### src/rtl/demux8_dispatch.sv
// One-word holding demux: accepts a word, steers it to one of eight channels
// by fixed destination or round-robin, and reports stall and delivery counts.
module demux8_dispatch #(
    parameter int WIDTH = 16
) (
    input  logic             clk,
    input  logic             rst,
    input  logic             in_valid,
    output logic             in_ready,
    input  logic [WIDTH-1:0] in_data,
    input  logic [2:0]       in_dest,
    input  logic             rr_mode,
    output logic [2:0]       sel,
    output logic [WIDTH-1:0] out_data,
    output logic [7:0]       out_valid,
    input  logic [7:0]       out_ready,
    output logic             busy,
    output logic [7:0]       stall_cnt,
    output logic [15:0]      word_cnt
);

    typedef enum logic {
        IDLE = 1'b0,
        HOLD = 1'b1
    } state_t;

    state_t             state_q;
    state_t             state_d;
    logic [WIDTH-1:0]   data_q;
    logic [2:0]         sel_q;
    logic [2:0]         rr_q;
    logic [7:0]         stall_q;
    logic [15:0]        wcnt_q;

    logic               sel_rdy;
    logic               accept;
    logic               deliver;
    logic [2:0]         dest;

    assign sel_rdy = out_ready[sel_q];
    assign dest    = rr_mode ? rr_q : in_dest;

    always_comb begin
        state_d   = state_q;
        in_ready  = 1'b1;
        accept    = 1'b0;
        deliver   = 1'b0;
        out_valid = 8'h00;
        out_data  = '0;
        busy      = 1'b0;
        unique case (state_q)
            IDLE: begin
                in_ready = 1'b1;
                accept   = in_valid;
                if (accept)
                    state_d = HOLD;
            end
            HOLD: begin
                // a free slot only opens when the held word leaves this edge
                in_ready  = sel_rdy;
                accept    = in_valid & sel_rdy;
                deliver   = sel_rdy;
                out_valid = 8'h01 << sel_q;
                out_data  = data_q;
                busy      = 1'b1;
                if (deliver && !accept)
                    state_d = IDLE;
            end
            default: begin
                state_d = IDLE;
            end
        endcase
    end

    always_ff @(posedge clk or posedge rst) begin
        if (rst) begin
            state_q <= IDLE;
            data_q  <= '0;
            sel_q   <= 3'd0;
            rr_q    <= 3'd0;
            stall_q <= 8'd0;
            wcnt_q  <= 16'd0;
        end else begin
            state_q <= state_d;
            if (accept) begin
                data_q <= in_data;
                sel_q  <= dest;
                if (rr_mode)
                    rr_q <= rr_q + 3'd1;
            end
            if (accept)
                stall_q <= 8'd0;
            else if (state_q == HOLD && !sel_rdy && stall_q != 8'hFF)
                stall_q <= stall_q + 8'd1;
            if (deliver)
                wcnt_q <= wcnt_q + 16'd1;
        end
    end

    assign sel       = sel_q;
    assign stall_cnt = stall_q;
    assign word_cnt  = wcnt_q;

endmodule

### config.mk
export PLATFORM = sky130hd
export DESIGN_NAME = demux8_dispatch
export DESIGN_NICKNAME = d
export VERILOG_FILES = /design/src/rtl/demux8_dispatch.sv
export SDC_FILE = /design/constraint.sdc
export NUM_CORES = 1
export LEC_CHECK = 0
export CAP_MARGIN = 10
export CORE_ASPECT_RATIO = 2
export CORE_MARGIN = 4
export CORE_UTILIZATION = 48
export CTS_BUF_LIST = sky130_fd_sc_hd__clkbuf_8 sky130_fd_sc_hd__clkbuf_16
export CTS_CLUSTER_DIAMETER = 50
export DETAILED_ROUTE_END_ITERATION = 16
export PLACE_DENSITY = 0.82
export SKIP_CTS_REPAIR_TIMING = 1
export SYNTH_ARGS = -nofsm -noshare
export SYNTH_HDL_FRONTEND = slang
export SYNTH_SLANG_ARGS = --single-unit
### constraint.sdc
create_clock -name clk -period 5.7 [get_ports clk]
set_clock_uncertainty 0.2 [all_clocks]
set_input_delay 1.71 -clock clk [delete_from_list [all_inputs] [get_ports clk]]
set_output_delay 1.71 -clock clk [all_outputs]
set_load 0.005 [all_outputs]
# Word-level counts from Yosys, hierarchy flattened
# Index checks and enable logic that the tools add are counted.
totals:
  reg_bits: 47
  out_inout_bits: 53
classes:
  addsub: 3
  n_lt_le_gt_ge: 1
  n_eq_ne: 1
  shifts: 1
  muxes: 14
  bitwise_logic: 2
  reduce_logical: 7
ops:
  columns: ["cell", "count"]
  rows:
  - ["$mux 8", 3]
  - ["$add 16x1->16 const B", 1]
  - ["$mux 16", 1]
  - ["$add 8x1->8 const B", 1]
  - ["$ne 8x8->1 const B", 1]
  - ["$shl 1x3->8 const A", 1]
  - ["$pmux 1 s2", 3]
  - ["$mux 1", 5]
  - ["$lt 3x4->1 const B", 1]
  - ["$add 3x1->3 const B", 1]
  - ["$bmux 1 s3", 1]
  - ["$logic_and 1x1->1", 3]
  - ["$mux 3", 1]
  - ["$logic_not 1->1", 2]
  - ["$reduce_and 2->1", 1]
  - ["$reduce_bool 2->1", 1]
  - ["$and 1x1->1", 1]
  - ["$not 1->1", 1]

# Longest topological paths before layout
# Gate-level depths: netlist (run 1).
logic_depth:
  ltp_word: 7
  mapped_depth: 7
  ltp_nobuf: 6

# Worst setup path before layout (run 1)
# OpenSTA, ideal clock, no wires.
synth_timing:
  kind: "input to output"
  start: "input out_ready[5]"
  end: "output in_ready"
  arrival_ns: 2.447
  required_ns: 3.790
  slack_ns: 1.343
  stages: 4
  cell_sequence: "mux2_4 > a2bb2oi_2 > a21boi_4 > inv_2"
synth_between:
  elab_chain_len: 3
synth_lines:
  columns: ["element", "line_no", "source"]
  rows:
  - ["start, declared", "16", "input logic [7:0] out_ready,"]
  - ["$bmux 1 s3", "40", "assign sel_rdy = out_ready[sel_q];"]
  - ["$mux 1 (not written as such)", "40", null]
  - ["$pmux 1 s2", "51", "unique case (state_q)"]
  - ["end, declared", "9", "output logic in_ready,"]
# No other way between the ends. The select of a mux whose other input is x is not followed.

# Worst setup path after layout (run 1)
layout_timing:
  start: "input out_ready[7]"
  end: "output in_ready"
# Same word-level chain as after synthesis.

==> metrics.md, run 1 <==
| Metric | Value |
|---|---|
| Nets | 335 |
| Post-Syn Nets | 252 |
| Yosys top cell by area | dfrtp_1 |
| Final setup vio count | 0 |
| Share of layout cells above drive strength 1 | 6.977% |
| Clock sinks | 47 |
| Largest net degree at the start of global routing | 48 |
| Max_slew headroom | 36.15% |
| Die span in x | 57.53 um |
| RR Startpoint | sel[1] |
| Chip Height | 107.1 um |
| Post-layout util | 70.89% |
| Max Clock Freq | 191.0 MHz |
| Drt wl/cell | 14.90 um |
| Tightest Pin Transition | 0.9564 ns |
| Worst endpoint required time | 3.79 ns |
| Post-Syn Instances | 218 |
| Final worst path period share | 91.87% |
| Initial antenna violation count | 0 |
| Core Area | 0.004686 mm^2 |
| # DRC | 0 |
| Die area | 0.006158 mm^2 |
| Starting Density | 50.25% |
| Pwr Density | 437.7 mW/mm^2 |
| Commonest non-fill, non-tap cell in the layout | clkdlybuf4s50_1 |
| Layout area overhead | 41.07% |
| Max Cap Violations | 0 |
| CTS tree | done |
| Final Slew Violations | 0 |
| Hpwl dp | 3978 um |
| Vias in the first global route | 1913 |
| Synth top area cells | dfrtp_1 50%, mux2_1 7.2%, xor2_1 4.5% |
| Post-Route WL | 5305 um |
| Hold Startpoint | word_cnt[15] |
| Row Count | 35 |
| Vias per cell | 5.424 |
| DRT iter0 DRCs | 33 |
| Yosys top cell area share | 49.95% |
| Syn. warnings | 0 |
| Placed cell count | 349 |
| Maximum VDD drop | 0.3113 mV |
| Clock Latency Late Sink | 0.29 ns |
| Tot GR Track Use | 18.27% |
| DRT Pass-1 Iters | 4 |
| R2R Setup Slk | 2.91 ns |
| Final min period | 5.237 ns |
| Static leakage | 1.400 nW |
| CTS max path bufs | 2 |
| RSZ-0062 raised after global routing | no |
| Synth cell types | 40 |
| Worst hold path endpoint | word_cnt[15] |
| Critical path start-end classification | primary input to output pin |
| Status | finished clean |
| Clk pin slew, worst setup/hold paths | 0.09 ns |
| Non-filler cells, final | 356 |
| Worst path arrival time | 3.33 ns |
| Vias | 1931 |
| Crit start category | primary input |
| # H-tree levels | 2 |
| Antenna-violating nets left | 0 |
| CP endpoint kind | output pin |
| Final Hold Fails | 0 |
| Launch point of the worst path | out_ready[7] |
| Worst Reg-to-Reg Cells | 6 |
| Diodes inserted | 0 |
| First-pass GRT wire length | 8921 um |
| Placer congestion estimate | 0.7847 |
| PortBufs | 83 |
| Worst r2r dst | data_q[15] |
| TNS Setup | 0 ns |
| Avg Cell Area, Syn | 10.80 um^2 |
| Remaining global-route overflow | 0 |
| Ports | 84 |
| Hold Crit Class | flop to flop |
| Commonest cells after routing, fill and taps aside | 83 x clkdlybuf4s50_1, 47 x dfrtp_1, 16 x nor3_1, 16 x and2_1, 15 x mux2_1 |
| Critical path peak fanout | 9 |
| Synthesized flop and latch total | 47 |
| Number of buffers created by CTS | 5 |
| Worst hold path stage count | 1 |
| Mapped Area | 0.002355 mm^2 |
| Clk Tree Root Cell | clkbuf_8 |
| Sequential element share of the synthesized area | 49.95% |
[flip-flops by register name, indices dropped and copies added, names as in the netlist]
name / flops
data_q: 16
rr_q: 3
sel: 3
stall_cnt: 8
state_q: 1
word_cnt: 16
[synth_stat cells]
library cell	instances
dfrtp_1	47
and2_1	16
nor3_1	16
mux2_1	15
nor2_1	14
nand2_1	12
xor2_1	12
nand3_1	8
inv_1	7
mux2i_1	7
nand4_1	6
o21ai_0	6
xnor2_1	5
a21oi_1	4
buf_2	4
mux2_2	4
clkbuf_1	3
ha_1	3
nand2b_1	3
nor4_1	3
a41oi_1	2
nor2b_1	2
nor3b_1	2
a211oi_1	1
a21boi_4	1
a22o_1	1
a22oi_2	1
a2bb2oi_2	1
and3_1	1
and4_1	1
buf_4	1
buf_6	1
inv_2	1
mux2_4	1
nand3_2	1
nor2_2	1
nor4b_1	1
o211ai_1	1
or3_1	1
or3b_2	1
[per-stage QoR]
| stage | instance area [um^2] | setup slack (ns) | hold slack [ns] | power [mW] |
|---|---|---|---|---|
| floorplan | 2355 | 1.343 | 0.2414 | 0.9038 |
| global placement | 3219 | 0.4734 | 0.2543 | 1.224 |
| detailed placement | 3219 | 0.4643 | 0.2589 | 1.241 |
| CTS | 3322 | 0.4561 | 0.2748 | 1.478 |
| global route | 3322 | 0.3525 | 0.2905 | 1.567 |
| finish | 3322 | 0.4635 | 0.2664 | 1.454 |
[worst max-delay path by stage]
stage / end / slack (ns) / depth (start not counted)
after floorplan: in_ready / 1.34 / 4
after global placement: in_ready / 0.47 / 6
after detailed placement: in_ready / 0.46 / 6
after CTS: in_ready / 0.46 / 6
after global routing: in_ready / 0.35 / 6
final: in_ready / 0.46 / 6
[layer usage]
layer	up-vias	GRT usage [%]	part of all wire, %
met5	-	0	0
met4	0	7.960	2.3
met3	10	3.253	4.8
met2	61	32.12	55
met1	933	20.99	37
li1	927	-	-
[layout make-up]
class                           count  area (um^2)
Clock buffer                        5        68.82
Tap cell                           55        68.82
Fill cell                         380         1364
Multi-Input combinational cell    154         1099
Sequential cell                    47         1176
Clock inverter                      2        33.78
Timing Repair Buffer               85        845.8
Inverter                            8        30.03
[critical path: stages]
cell	delay, ns
clkdlybuf4s50_1	0.46
mux2_4	0.14
a2bb2oi_2	0.25
a21boi_4	0.09
inv_2	0.14
clkdlybuf4s50_1	0.53
[cells by family (layout without fill, tap and decap cells)]
group / count (synthesis) / in the layout / share of synthesized area (%)
buf+inv: 17 / 100 / 3.401
simple gates: 89 / 89 / 20.19
xor+xnor: 17 / 17 / 6.323
compound gates: 18 / 18 / 5.845
fa+ha+maj: 3 / 3 / 1.594
mux: 27 / 27 / 12.70
flops: 47 / 47 / 49.95
[report_power, final]
group          switching (mW)  total (mW)  internal, mW
Clock                   0.104       0.231         0.127
Sequential              0.115       0.561         0.445
Combinational           0.263       0.663         0.399
Total                   0.483        1.45         0.972
Note: power is estimated with default switching activity, not from simulation.
==> run 2: changes to the inputs <==
CELL_PAD_IN_SITES_DETAIL_PLACEMENT = 2   (was default)
CELL_PAD_IN_SITES_GLOBAL_PLACEMENT = 2   (was default)
CORE_UTILIZATION = 29   (was 48)
PLACE_DENSITY = 0.81   (was 0.82)
clock period = 6.3 ns   (was 5.7 ns; I/O delays follow)
==> run 2 against run 1 <==
- final cell count increased by 12%
- largest power group unchanged
- global-route usage decreased by 2.0 points
- hold slack got worse by 0.0039 ns
- critical path depth unchanged
==> metrics.md, run 2 (synthesis results as in run 1) <==
| Metric | Value |
|---|---|
| Register area | 0.001176 mm^2 |
| Clock Latency Late Sink | 0.29 ns |
| Crit path cell chain | clkdlybuf4s50_1 > mux2_4 > a2bb2oi_2 > a21boi_4 > inv_2 > clkdlybuf4s50_1 |
| Final Hold Fails | 0 |
| RR Startpoint | sel[1] |
| Vias in the first global route | 2256 |
| DRT Pass-1 Iters | 4 |
| Top cell by count, worst path | clkdlybuf4s50_1 |
| Clk Tree Root Cell | clkbuf_16 |
| Worst hold path stage count | 1 |
| Placed Area | 0.003271 mm^2 |
| Vias | 1989 |
| Diodes inserted | 0 |
| CP endpoint kind | output pin |
| Pwr Density | 413.5 mW/mm^2 |
| Hold WS | 0.2625 ns |
| Hpwl dp | 5771 um |
| CTS tree | done |
| Commonest cells after routing, fill and taps aside | 83 x clkdlybuf4s50_1, 47 x dfrtp_1, 16 x nor3_1, 16 x and2_1, 15 x mux2_1 |
| Starting Density | 29.65% |
| Final setup vio count | 0 |
| Critical path start-end classification | primary input to output pin |
| Buf/Inv on CP | 3 |
| Post-Place Worst Slack | 0.6612 ns |
| Final Slew Violations | 0 |
| Initial antenna violation count | 0 |
| Tot GR Track Use | 16.32% |
| Clock sinks | 47 |
| TNS Setup | 0 ns |
| First-pass GRT wire length | 12150 um |
| Max_slew headroom | 32.37% |
| Final min period | 5.645 ns |
| Placed cell count | 390 |
| Share of layout cells above drive strength 1 | 7.309% |
| Commonest non-fill, non-tap cell in the layout | clkdlybuf4s50_1 |
| Slowest CP cell | clkdlybuf4s50_1 |
| Post-layout util | 42.99% |
| Max Cap Violations | 0 |
| Worst setup margin | 0.6553 ns |
| Nets | 335 |
| Non-filler cells, final | 397 |
| Status | finished clean |
| Layout area overhead | 45.01% |
| Static leakage | 1.418 nW |
| Worst endpoint required time | 4.21 ns |
| Row Count | 46 |
| CTS max path bufs | 2 |
| # H-tree levels | 2 |
| Vias per cell | 5.010 |
| # DRC | 0 |
| Critical path's largest stage delay | 0.53 ns |
| Max Clock Freq | 177.2 MHz |
| Worst path arrival time | 3.55 ns |
| Drt wl/cell | 18.95 um |
| Maximum VDD drop | 0.2069 mV |
| Clk pin slew, worst setup/hold paths | 0.06 ns |
| RSZ-0062 raised after global routing | no |
| Hold Crit Class | flop to flop |
| Area of the multi-input gates | 0.001099 mm^2 |
| Fill cell count | 867 |
| Largest net degree at the start of global routing | 48 |
| Die span in x | 71.72 um |
| Worst r2r dst | data_q[7] |
| Die area | 0.009713 mm^2 |
| Worst hold path endpoint | rr_q[2] |
| Power Total | 1.412 mW |
| Remaining global-route overflow | 0 |
| Crit start category | primary input |
| Critical path peak fanout | 9 |
| Critical path's top delay family | buffers and inverters |
| Hold Startpoint | rr_q[2] |
| Worst Reg-to-Reg Cells | 6 |
| PortBufs | 83 |
| R2R Setup Slk | 3.39 ns |
| Post-Route WL | 7522 um |
| DRT iter0 DRCs | 76 |
| Tightest Pin Transition | 1.013 ns |
| Number of buffers created by CTS | 5 |
| Placer congestion estimate | 0.7580 |
| Chip Height | 135.4 um |
| Antenna-violating nets left | 0 |
| Design Area, Final | 0.003415 mm^2 |
| Ports | 84 |
| Core Area | 0.007943 mm^2 |
| Final worst path period share | 89.60% |
==> run 2: cell types whose count changed in the layout (fill, tap and decap cells not counted), sizes merged <==
cell    change
bufinv      -1
clkbuf      +1
clkinv      +1
inv         -1
==> run 2: layout make-up <==
class / count / area share, %
Timing Repair Buffer: 85 / 24.77
Sequential cell: 47 / 34.44
Multi-Input combinational cell: 154 / 32.17
Clock buffer: 6 / 4.067
Tap cell: 96 / 3.518
Inverter: 8 / 0.8794
Clock inverter: 1 / 0.1466
==> run 2: routing by layer <==
layer	track usage (%)	up-vias	wire length [um]
li1	-	919	-
met1	15.55	1016	2459
met2	33.61	48	4697
met3	2.229	6	243
met4	5.649	0	122
met5	0	-	0
==> run 2: how the worst max path moves through the flow <==
stage	cells after the start	from	endpoint
2_1_floorplan	4	out_ready[5]	in_ready
3_3_place_gp	6	out_ready[5]	in_ready
3_5_place_dp	6	out_ready[7]	in_ready
4_1_cts	6	out_ready[5]	in_ready
5_1_grt	6	out_ready[5]	in_ready
6_report	6	out_ready[5]	in_ready
==> run 2: worst reg2reg max path, delay by kind of cell (launching register included) <==
kind            cells  cell delay (ns)
compound gates      2             0.37
buf+inv             1             0.20
flops               1             0.62
mux                 2             0.66
simple gates        1             0.73
==> run 2: power breakdown <==
| group | internal [mW] | switching (mW) |
|---|---|---|
| Sequential | 0.404 | 0.113 |
| Clock | 0.155 | 0.110 |
| Combinational | 0.362 | 0.268 |
==> run 3: changes to the inputs <==
CORE_MARGIN = default   (was 4)
==> run 3 against run 2 <==
- hold slack better by 0.0039 ns
- flip-flop and latch count unchanged
- sequential share of layout area down 0.16 points
- combinational power about the same
- cell area up 0.48%
==> metrics.md, run 3 (synthesis results as in run 1) <==
| Metric | Value |
|---|---|
| Status | finished clean |
| Hold WS | 0.2664 ns |
| Antenna-violating nets left | 0 |
| Placed Area | 0.003271 mm^2 |
| Drt wl/cell | 18.08 um |
| Crit path cell chain | clkdlybuf4s50_1 > mux2_4 > a2bb2oi_2 > a21boi_4 > inv_2 > clkdlybuf4s50_1 |
| Nets | 335 |
| R2R Setup Slk | 3.47 ns |
| Fill cell count | 850 |
| Tightest Pin Transition | 1.013 ns |
| Starting Density | 29.86% |
| Crit start category | primary input |
| Max_slew headroom | 32.38% |
| Commonest cells after routing, fill and taps aside | 83 x clkdlybuf4s50_1, 47 x dfrtp_1, 16 x nor3_1, 16 x and2_1, 15 x mux2_1 |
| Final min period | 5.619 ns |
| Launch point of the worst path | out_ready[5] |
| Row Count | 46 |
| Remaining global-route overflow | 0 |
| Diodes inserted | 0 |
| Max Clock Freq | 178.0 MHz |
| Final worst path period share | 89.18% |
| Chip Height | 129.4 um |
| Vias in the first global route | 2241 |
| Clock sinks | 47 |
| Placer congestion estimate | 0.7103 |
| Clk pin slew, worst setup/hold paths | 0.07 ns |
| CTS tree | done |
| Non-filler cells, final | 398 |
| Clk Tree Root Cell | clkbuf_16 |
| Slowest CP cell | clkdlybuf4s50_1 |
| Hold Startpoint | word_cnt[15] |
| Ports | 84 |
| Final Slew Violations | 0 |
| Design Area, Final | 0.003431 mm^2 |
| Largest net degree at the start of global routing | 48 |
| DRT Pass-1 Iters | 3 |
| Initial antenna violation count | 0 |
| Critical path peak fanout | 9 |
| Area of the multi-input gates | 0.001099 mm^2 |
| Final Hold Fails | 0 |
| Static leakage | 1.421 nW |
| PortBufs | 83 |
| Layout area overhead | 45.70% |
| Die area | 0.008506 mm^2 |
| Vias per cell | 5.000 |
| Power Total | 1.426 mW |
| Final setup vio count | 0 |
| Worst path arrival time | 3.53 ns |
| Critical path's largest stage delay | 0.53 ns |
| TNS Setup | 0 ns |
| Core Area | 0.007885 mm^2 |
| Maximum VDD drop | 0.1774 mV |
| Share of layout cells above drive strength 1 | 7.616% |
| Register area | 0.001176 mm^2 |
| Clock Latency Late Sink | 0.29 ns |
| # DRC | 0 |
| Commonest non-fill, non-tap cell in the layout | clkdlybuf4s50_1 |
| Vias | 1990 |
| Worst endpoint required time | 4.21 ns |
| Max Cap Violations | 0 |
| Die span in x | 65.72 um |
| Top cell by count, worst path | clkdlybuf4s50_1 |
| Post-Route WL | 7194 um |
| First-pass GRT wire length | 11480 um |
| Critical path start-end classification | primary input to output pin |
| Pwr Density | 415.6 mW/mm^2 |
| Placed cell count | 390 |
| Tot GR Track Use | 18.15% |
| Hpwl dp | 5458 um |
| RR Startpoint | sel[1] |
| Hold Crit Class | flop to flop |
| CP endpoint kind | output pin |
| Number of buffers created by CTS | 5 |
| # H-tree levels | 2 |
| DRT iter0 DRCs | 95 |
| CTS max path bufs | 2 |
| RSZ-0062 raised after global routing | no |
-- run 3: stage by stage --
step           setup WS (ns)  utilization [%]
6_report              0.6814            43.51
5_1_grt               0.5757            43.51
4_1_cts               0.6647            43.51
3_5_place_dp          0.6672            41.48
3_3_place_gp          0.6810            41.48
2_1_floorplan          1.583                -
-- run 3: where the power goes --
| group | internal, mW | switching, mW |
|---|---|---|
| clock | 0.169 | 0.115 |
| combinational | 0.362 | 0.266 |
| sequential | 0.404 | 0.111 |
-- run 3: cell type report --
cell class	instances	share of cell area [%]
timing repair buffer	85	24.65
sequential	47	34.28
clock inverter	1	0.2188
multi-input combinational	154	32.02
tap	96	3.501
inverter	8	0.8753
clock buffer	7	4.449
-- run 3: layer usage --
metal	GRT usage [%]	wire length [um]	part of all wire, %
met1	17.51	2423	34
met3	3.345	212	2.9
met4	5.754	133	1.8
met5	0	0	0
met2	36.49	4425	62
-- run 3: final timing paths --
| path | depth (start not counted) | to |
|---|---|---|
| setup / recovery | 6 | in_ready |
| max in group asynchronous | 2 | rr_q[2] |
| hold reg to reg | 1 | word_cnt[15] |
| setup reg to reg | 6 | data_q[15] |
| hold / removal | 1 | word_cnt[15] |
| min in group asynchronous | 2 | data_q[10] |
-- run 3: worst max-delay path, delay by kind of cell --
family	cells	cell delay [ns]
AO/OA/AOI/OAI	2	0.35
buffers and inverters	3	1.15
multiplexers	1	0.14
